[src/rtl/pipe_stage_skid_reg.sv]
// rtl/pipe_stage_skid_reg.sv - pipeline stage register with valid/ready handshake and 2-entry skid buffer
module pipe_stage_skid_reg #(
  parameter int                 DATA_W    = 64,
  parameter logic [DATA_W-1:0]  FLUSH_VAL = '0
) (
  input  logic              clk,
  input  logic              reset,
  input  logic              in_valid,
  output logic              in_ready,
  input  logic [DATA_W-1:0] in_data,
  output logic              out_valid,
  input  logic              out_ready,
  output logic [DATA_W-1:0] out_data,
  input  logic              flush,
  output logic [1:0]        occupancy
);

  typedef enum logic [1:0] {
    EMPTY = 2'd0,
    ONE   = 2'd1,
    TWO   = 2'd2
  } state_t;

  state_t            state_q;
  logic [DATA_W-1:0] main_q;
  logic [DATA_W-1:0] skid_q;
  logic              out_valid_q;
  logic              in_ready_q;
  logic [1:0]        occ_q;

  // Handshake events; in_ready_q comes straight from a flop so upstream never
  // sees a combinational path from out_ready.
  logic acc;
  logic pop;
  assign acc = in_valid & in_ready_q;
  assign pop = out_valid_q & out_ready;

  assign in_ready  = in_ready_q;
  assign out_valid = out_valid_q;
  assign out_data  = main_q;
  assign occupancy = occ_q;

  // State machine: main/skid storage plus registered status outputs.
  always_ff @(posedge clk) begin
    if (!reset) begin
      state_q     <= EMPTY;
      main_q      <= FLUSH_VAL;
      skid_q      <= FLUSH_VAL;
      out_valid_q <= 1'b0;
      in_ready_q  <= 1'b1;
      occ_q       <= 2'd0;
    end else if (flush) begin
      // Incoming payload is dropped even if accepted; a same-cycle pop has
      // already been consumed downstream, so nothing needs to be kept.
      state_q     <= EMPTY;
      main_q      <= FLUSH_VAL;
      skid_q      <= FLUSH_VAL;
      out_valid_q <= 1'b0;
      in_ready_q  <= 1'b1;
      occ_q       <= 2'd0;
    end else begin
      case (state_q)
        EMPTY: begin
          if (acc) begin
            state_q     <= ONE;
            main_q      <= in_data;
            out_valid_q <= 1'b1;
            occ_q       <= 2'd1;
          end
        end
        ONE: begin
          case ({acc, pop})
            2'b11: begin
              main_q <= in_data;
            end
            2'b10: begin
              // Downstream stalled: park the new payload behind main.
              state_q    <= TWO;
              skid_q     <= in_data;
              in_ready_q <= 1'b0;
              occ_q      <= 2'd2;
            end
            2'b01: begin
              // main_q keeps its stale value; out_valid masks it.
              state_q     <= EMPTY;
              out_valid_q <= 1'b0;
              occ_q       <= 2'd0;
            end
            default: begin
            end
          endcase
        end
        TWO: begin
          if (pop) begin
            state_q    <= ONE;
            main_q     <= skid_q;
            in_ready_q <= 1'b1;
            occ_q      <= 2'd1;
          end
        end
        default: begin
          state_q     <= EMPTY;
          out_valid_q <= 1'b0;
          in_ready_q  <= 1'b1;
          occ_q       <= 2'd0;
        end
      endcase
    end
  end

endmodule

[config.mk]
export PLATFORM = sky130hd
export DESIGN_NAME = pipe_stage_skid_reg
export DESIGN_NICKNAME = d
export VERILOG_FILES = /design/src/rtl/pipe_stage_skid_reg.sv
export SDC_FILE = /design/constraint.sdc
export NUM_CORES = 1
export LEC_CHECK = 0
export CAP_MARGIN = 20
export CORE_UTILIZATION = 45
export DETAILED_ROUTE_END_ITERATION = 6
export HOLD_SLACK_MARGIN = 0.02
export PLACE_DENSITY_LB_ADDON = 0.1
export SYNTH_ARGS = -nofsm -noshare
export SYNTH_HDL_FRONTEND = slang
export SYNTH_SLANG_ARGS = --single-unit
export TNS_END_PERCENT = 30
[constraint.sdc]
create_clock -name clk -period 5.4 [get_ports clk]
set_clock_uncertainty 0.05 [all_clocks]
set_input_delay 0.54 -clock clk [delete_from_list [all_inputs] [get_ports clk]]
set_output_delay 0.54 -clock clk [all_outputs]
set_load 0.01 [all_outputs]
; After elaboration in Yosys (flattened, before gate mapping)
; Cells that the tools add are included.
[totals]
register_bits = 132
latch_bits = 0
ram_bits = 0
romBits = 0
inputBits = 69
out_inout_bits = 68
wordCells = 43
mem_count = 0
[op_classes]
add_sub_neg = 0
mul = 0
div = 0
n_lt_le_gt_ge = 0
eq_ne = 11
shifts = 0
muxes = 14
n_bitwise = 5
n_reduce_logical = 8
[ops]
columns = cell, n
row1 = $mux 64, 3
row2 = $pmux 64 s3, 1
row3 = $reduce_and 3->1, 3
row4 = $ne 2x2->1 const B, 4
row5 = $eq 2x2->1 const B, 3
row6 = $pmux 1 s3, 2
row7 = $pmux 2 s3, 1
row8 = $eq 2x1->1 const B, 2
row9 = $mux 1, 4
row10 = $mux 2, 2
row11 = $pmux 2 s2, 1
row12 = $reduce_and 4->1, 1
row13 = $ne 3x3->1 const B, 1
row14 = $not 1->1, 3
row15 = $reduce_bool 3->1, 1
row16 = $and 1x1->1, 2
row17 = $logic_not 2->1, 1
row18 = $ne 2x1->1 const B, 1
row19 = $reduce_and 2->1, 1
row20 = $reduce_or 2->1, 1

; Logic depth before layout (Yosys ltp)
[depth]
ltp_word = 4
ltp_mapped = 8
depth_no_buf = 6

; Worst setup path before layout
; Ideal clock, no wire load.
[synth_timing]
kind = input -> register
startpoint = input out_ready
endpoint = register main_q[0], in the netlist out_data[0]
arrival_ps = 1809
setup_slack_ps = 3460
stages = 8
n_path_buf = 2
path_cell_list = nand2_1 inv_1 ha_1 and3b_1 or3_1 buf_6 buf_6 a211oi_2
[synth_via]
elab_chain_len = 4
word_cells_on_any_way = 5
cone_classes = 3 x eq/ne / 1 x bitwise / 1 x reduce/logical
[synth_rtl]
columns = item, line_no
row1 = from (decl), 12  ; input logic out_ready,
row2 = $and 1x1->1 *, 36  ; assign pop = out_valid_q & out_ready;
row3 = $eq 2x2->1, 72  ; case ({acc, pop})
row4 = $ne 2x1->1 (no line), n/a
row5 = $reduce_and 4->1 (no line) *, n/a
row6 = to (signal assigned), 66  ; main_q <= in_data;
row7 = to (signal assigned), 74  ; main_q <= in_data;
row8 = to (signal assigned), 96  ; main_q <= skid_q;
row9 = to (decl), 25  ; logic [DATA_W-1:0] main_q;
; Mark *: on every way between the ends. The rest lies on a longest branch, timed or not.
; A chain may end at the register's enable or synchronous reset.

; Worst setup path in the final report
[layout_timing]
startpoint = input in_valid
endpoint = register skid_q[1]
[layout_via]
elab_chain_len = 3
[layout_rtl]
columns = item, line_no
row1 = from (decl), 8  ; input logic in_valid,
row2 = $and 1x1->1, 35  ; assign acc = in_valid & in_ready_q;
row3 = $eq 2x2->1, 72
row4 = $reduce_and 2->1 (no line), n/a
row5 = to (signal assigned), 79  ; skid_q <= in_data;
row6 = to (decl), 26  ; logic [DATA_W-1:0] skid_q;
; No other way between the ends.

==> run metrics <==
area of the multi-input gates=0.002853 sq mm; y dimension of the die=115.5 um; number of fillers in the final layout=1,074; number of antenna violations at the first check in global routing=0; number of primary I/O pins=137; total CTS buffers=17; warnings from Yosys=0; vias in the first global route=4,939; count of nets after finishing=781; Area contributors post-synth=sky130_fd_sc_hd__dfxtp_1, sky130_fd_sc_hd__a211oi_2, sky130_fd_sc_hd__mux2i_1; maximum achievable frequency=0.3879 GHz; Peak supply drop=205.0 uV; later-pin clock latency in the skew report=0.41 ns; post-CTS setup buffer count=0; final design area excluding fillers=0.007824 sq mm; startpoint kind of the worst setup timing path=primary input; Resized cells post-CTS=0; data arrival time of the worst path=2.78 ns; post-detailed-placement cell area=0.007144 sq mm; GRT Util Overall=0.2339; Crit Path Max Fanout=43; count of final hold-check violations=0; unrepaired setup endpoints after global routing=false; Clock Sinks=132; Starting Density=0.4615; commonest non-fill, non-tap cells in the layout=sky130_fd_sc_hd__clkdlybuf4s50_1, sky130_fd_sc_hd__nand2_1, sky130_fd_sc_hd__dfxtp_1; Static Leakage=3.005 nW; largest family of logic cells by synthesized area=compound AO/OA/AOI/OAI gates; WL per Instance=17.07 um; mux contribution to synthesized area=0.1104; diode count=0; detailed-placement wirelength estimate=8645 um; cell area after synthesis=0.005801 sq mm; clock tree from TritonCTS=done; synthesized-area fraction occupied by ao, oa, aoi and oai cells=0.1984; port buffer count=136; data required time of the critical path=5.60 ns; number of DRC markers in iteration 0=343; post-detailed-route count of antenna-violating nets=0; path type of the worst min-delay path=reg -> reg; minimum clock period=2.578 ns; number of rows in the core area=41; run status=complete, no violations; max-cap check violation count=0; Final Max Slew Viols=0; number of cells after detailed placement=862; most area-hungry cell type in the Yosys netlist=sky130_fd_sc_hd__dfxtp_1; wire length of the first global-routing pass=24,310 um; fraction of layout cells with a size suffix above 1=0.1468; post-route DRC violation count=0; ratio of final minimum period to clock period=0.4774; FF+latch count, synth=132; share of synthesized area occupied by flip-flops and latches=0.4556; Root Driver=sky130_fd_sc_hd__clkbuf_16; power per cell area=336.7 mW/mm^2; core footprint=0.01257 sq mm; setup violators final=0; drt via density=5.531; mean instance size in the synthesized netlist=9.463 sq um; Mapped Cells=613; DRT Wirelength=15,260 um; synthesized-area fraction occupied by and/or/nand/nor cells=0.1723; Synth top area share=0.4556; synth-to-layout area growth=34.88%; die outline area=0.01335 sq mm; Die W=115.5 um; depth of the CTS H-tree=4; grt total ovfl=0; critical path capture point type=register; fraction of the mapped netlist area in adder cells=0.006471; Worst-Margin Slew=1.138 ns; largest net degree at the start of global routing=68; buffer depth of the longest clock path=2; Max-slew headroom=0.2410; category of the critical setup timing path=in -> reg; number of unique standard cell types used by synthesis=26; sequential standard cell area=0.002643 sq mm; Worst Hold Slack=0.4012 ns; number of buffers inserted for hold repair after clock tree synthesis=0; xor/xnor share of the synthesized area=0; Fin Setup TNS=0 ns; Final Instance Count excl. Fillers=894; most common library cell in the layout ignoring fill and taps=sky130_fd_sc_hd__clkdlybuf4s50_1; routed via count=4,945; number of nets in the synthesized netlist=685; number of iterations in the first detailed-routing pass=4; final core area utilization=0.6225; clock-pin slew of the registers on the worst-case setup and hold paths=0.06 ns; final weighted congestion of routability-driven global placement=0.7511
==> flip-flops by register name, indices dropped and copies added, names as in the netlist <==
| signal | count |
|---|---|
| skid_q | 64 |
| out_valid | 1 |
| in_ready | 1 |
| out_data | 64 |
| occupancy | 2 |
==> synth_stat cells, drive strengths merged <==
master	number
inv	2
ha	3
and3b	2
a21o	1
mux2i	64
nand2b	4
or3	1
nor2	1
nand2	132
and4bb	1
nor4b	1
nand3b	2
dfxtp	132
nor4	64
clkbuf	43
and4b	1
a211oi	64
o21bai	1
nor3	1
o21ba	1
buf	23
a21oi	69
==> worst max-delay path: stages <==
cell and delay, ns:
sky130_fd_sc_hd__clkdlybuf4s50_1 0.50, sky130_fd_sc_hd__nand2_1 0.08, sky130_fd_sc_hd__inv_1 0.09, sky130_fd_sc_hd__ha_1 0.18, sky130_fd_sc_hd__nand3b_1 0.63, sky130_fd_sc_hd__buf_4 0.56
sky130_fd_sc_hd__nand2_1 0.13, sky130_fd_sc_hd__a21oi_1 0.07
==> path summary, 6_finish.rpt <==
| path | start | end | slack (ns) | cells past startpoint |
|---|---|---|---|---|
| worst min-delay path | skid_q[14] | skid_q[14] | 0.40 | 2 |
| worst max-delay path | in_valid | skid_q[1] | 2.82 | 8 |
| worst min register to register | skid_q[14] | skid_q[14] | 0.40 | 2 |
| worst max register to register | in_ready | skid_q[1] | 3.01 | 7 |
==> kinds of logic (layout without fill, tap and decap cells) <==
logic type	count (synthesis)	count (layout)
buf+inv	68	177
compound gates	136	136
fa+ha+maj	3	3
simple gates	210	210
mux	64	64
flops	132	132
==> where the power goes <==
group	internal (mW)	leakage, nW	total [mW]	switching, mW
logic	0.150	1.60	0.301	0.151
clock network	0.893	0.332	1.31	0.417
registers	1.00	1.07	1.02	0.0189
==> per-layer routing <==
layer,global-route usage,part of all wire
met1,0.2945,0.46
met2,0.3904,0.47
met3,0.05701,0.060
met4,0.08139,0.011
met5,0,0
==> metrics by stage <==
stage                     worst slack [ns]  power, mW
after floorplan                      3.460      1.213
after global placement               2.410      1.339
after detailed placement             2.363      1.346
after CTS                            2.807      2.652
after global routing                 2.571      2.721
final                                2.822      2.634
==> cell type report <==
| class | instances | area share |
|---|---|---|
| flip-flops and latches | 132 | 0.3378 |
| inverters | 2 | 0.0009595 |
| clock buffers | 24 | 0.06541 |
| multi-input cells | 413 | 0.3646 |
| repair buffers | 143 | 0.1823 |
| clock inverters | 8 | 0.02143 |
| well taps | 172 | 0.02751 |
(Power assumes the default switching activity.)
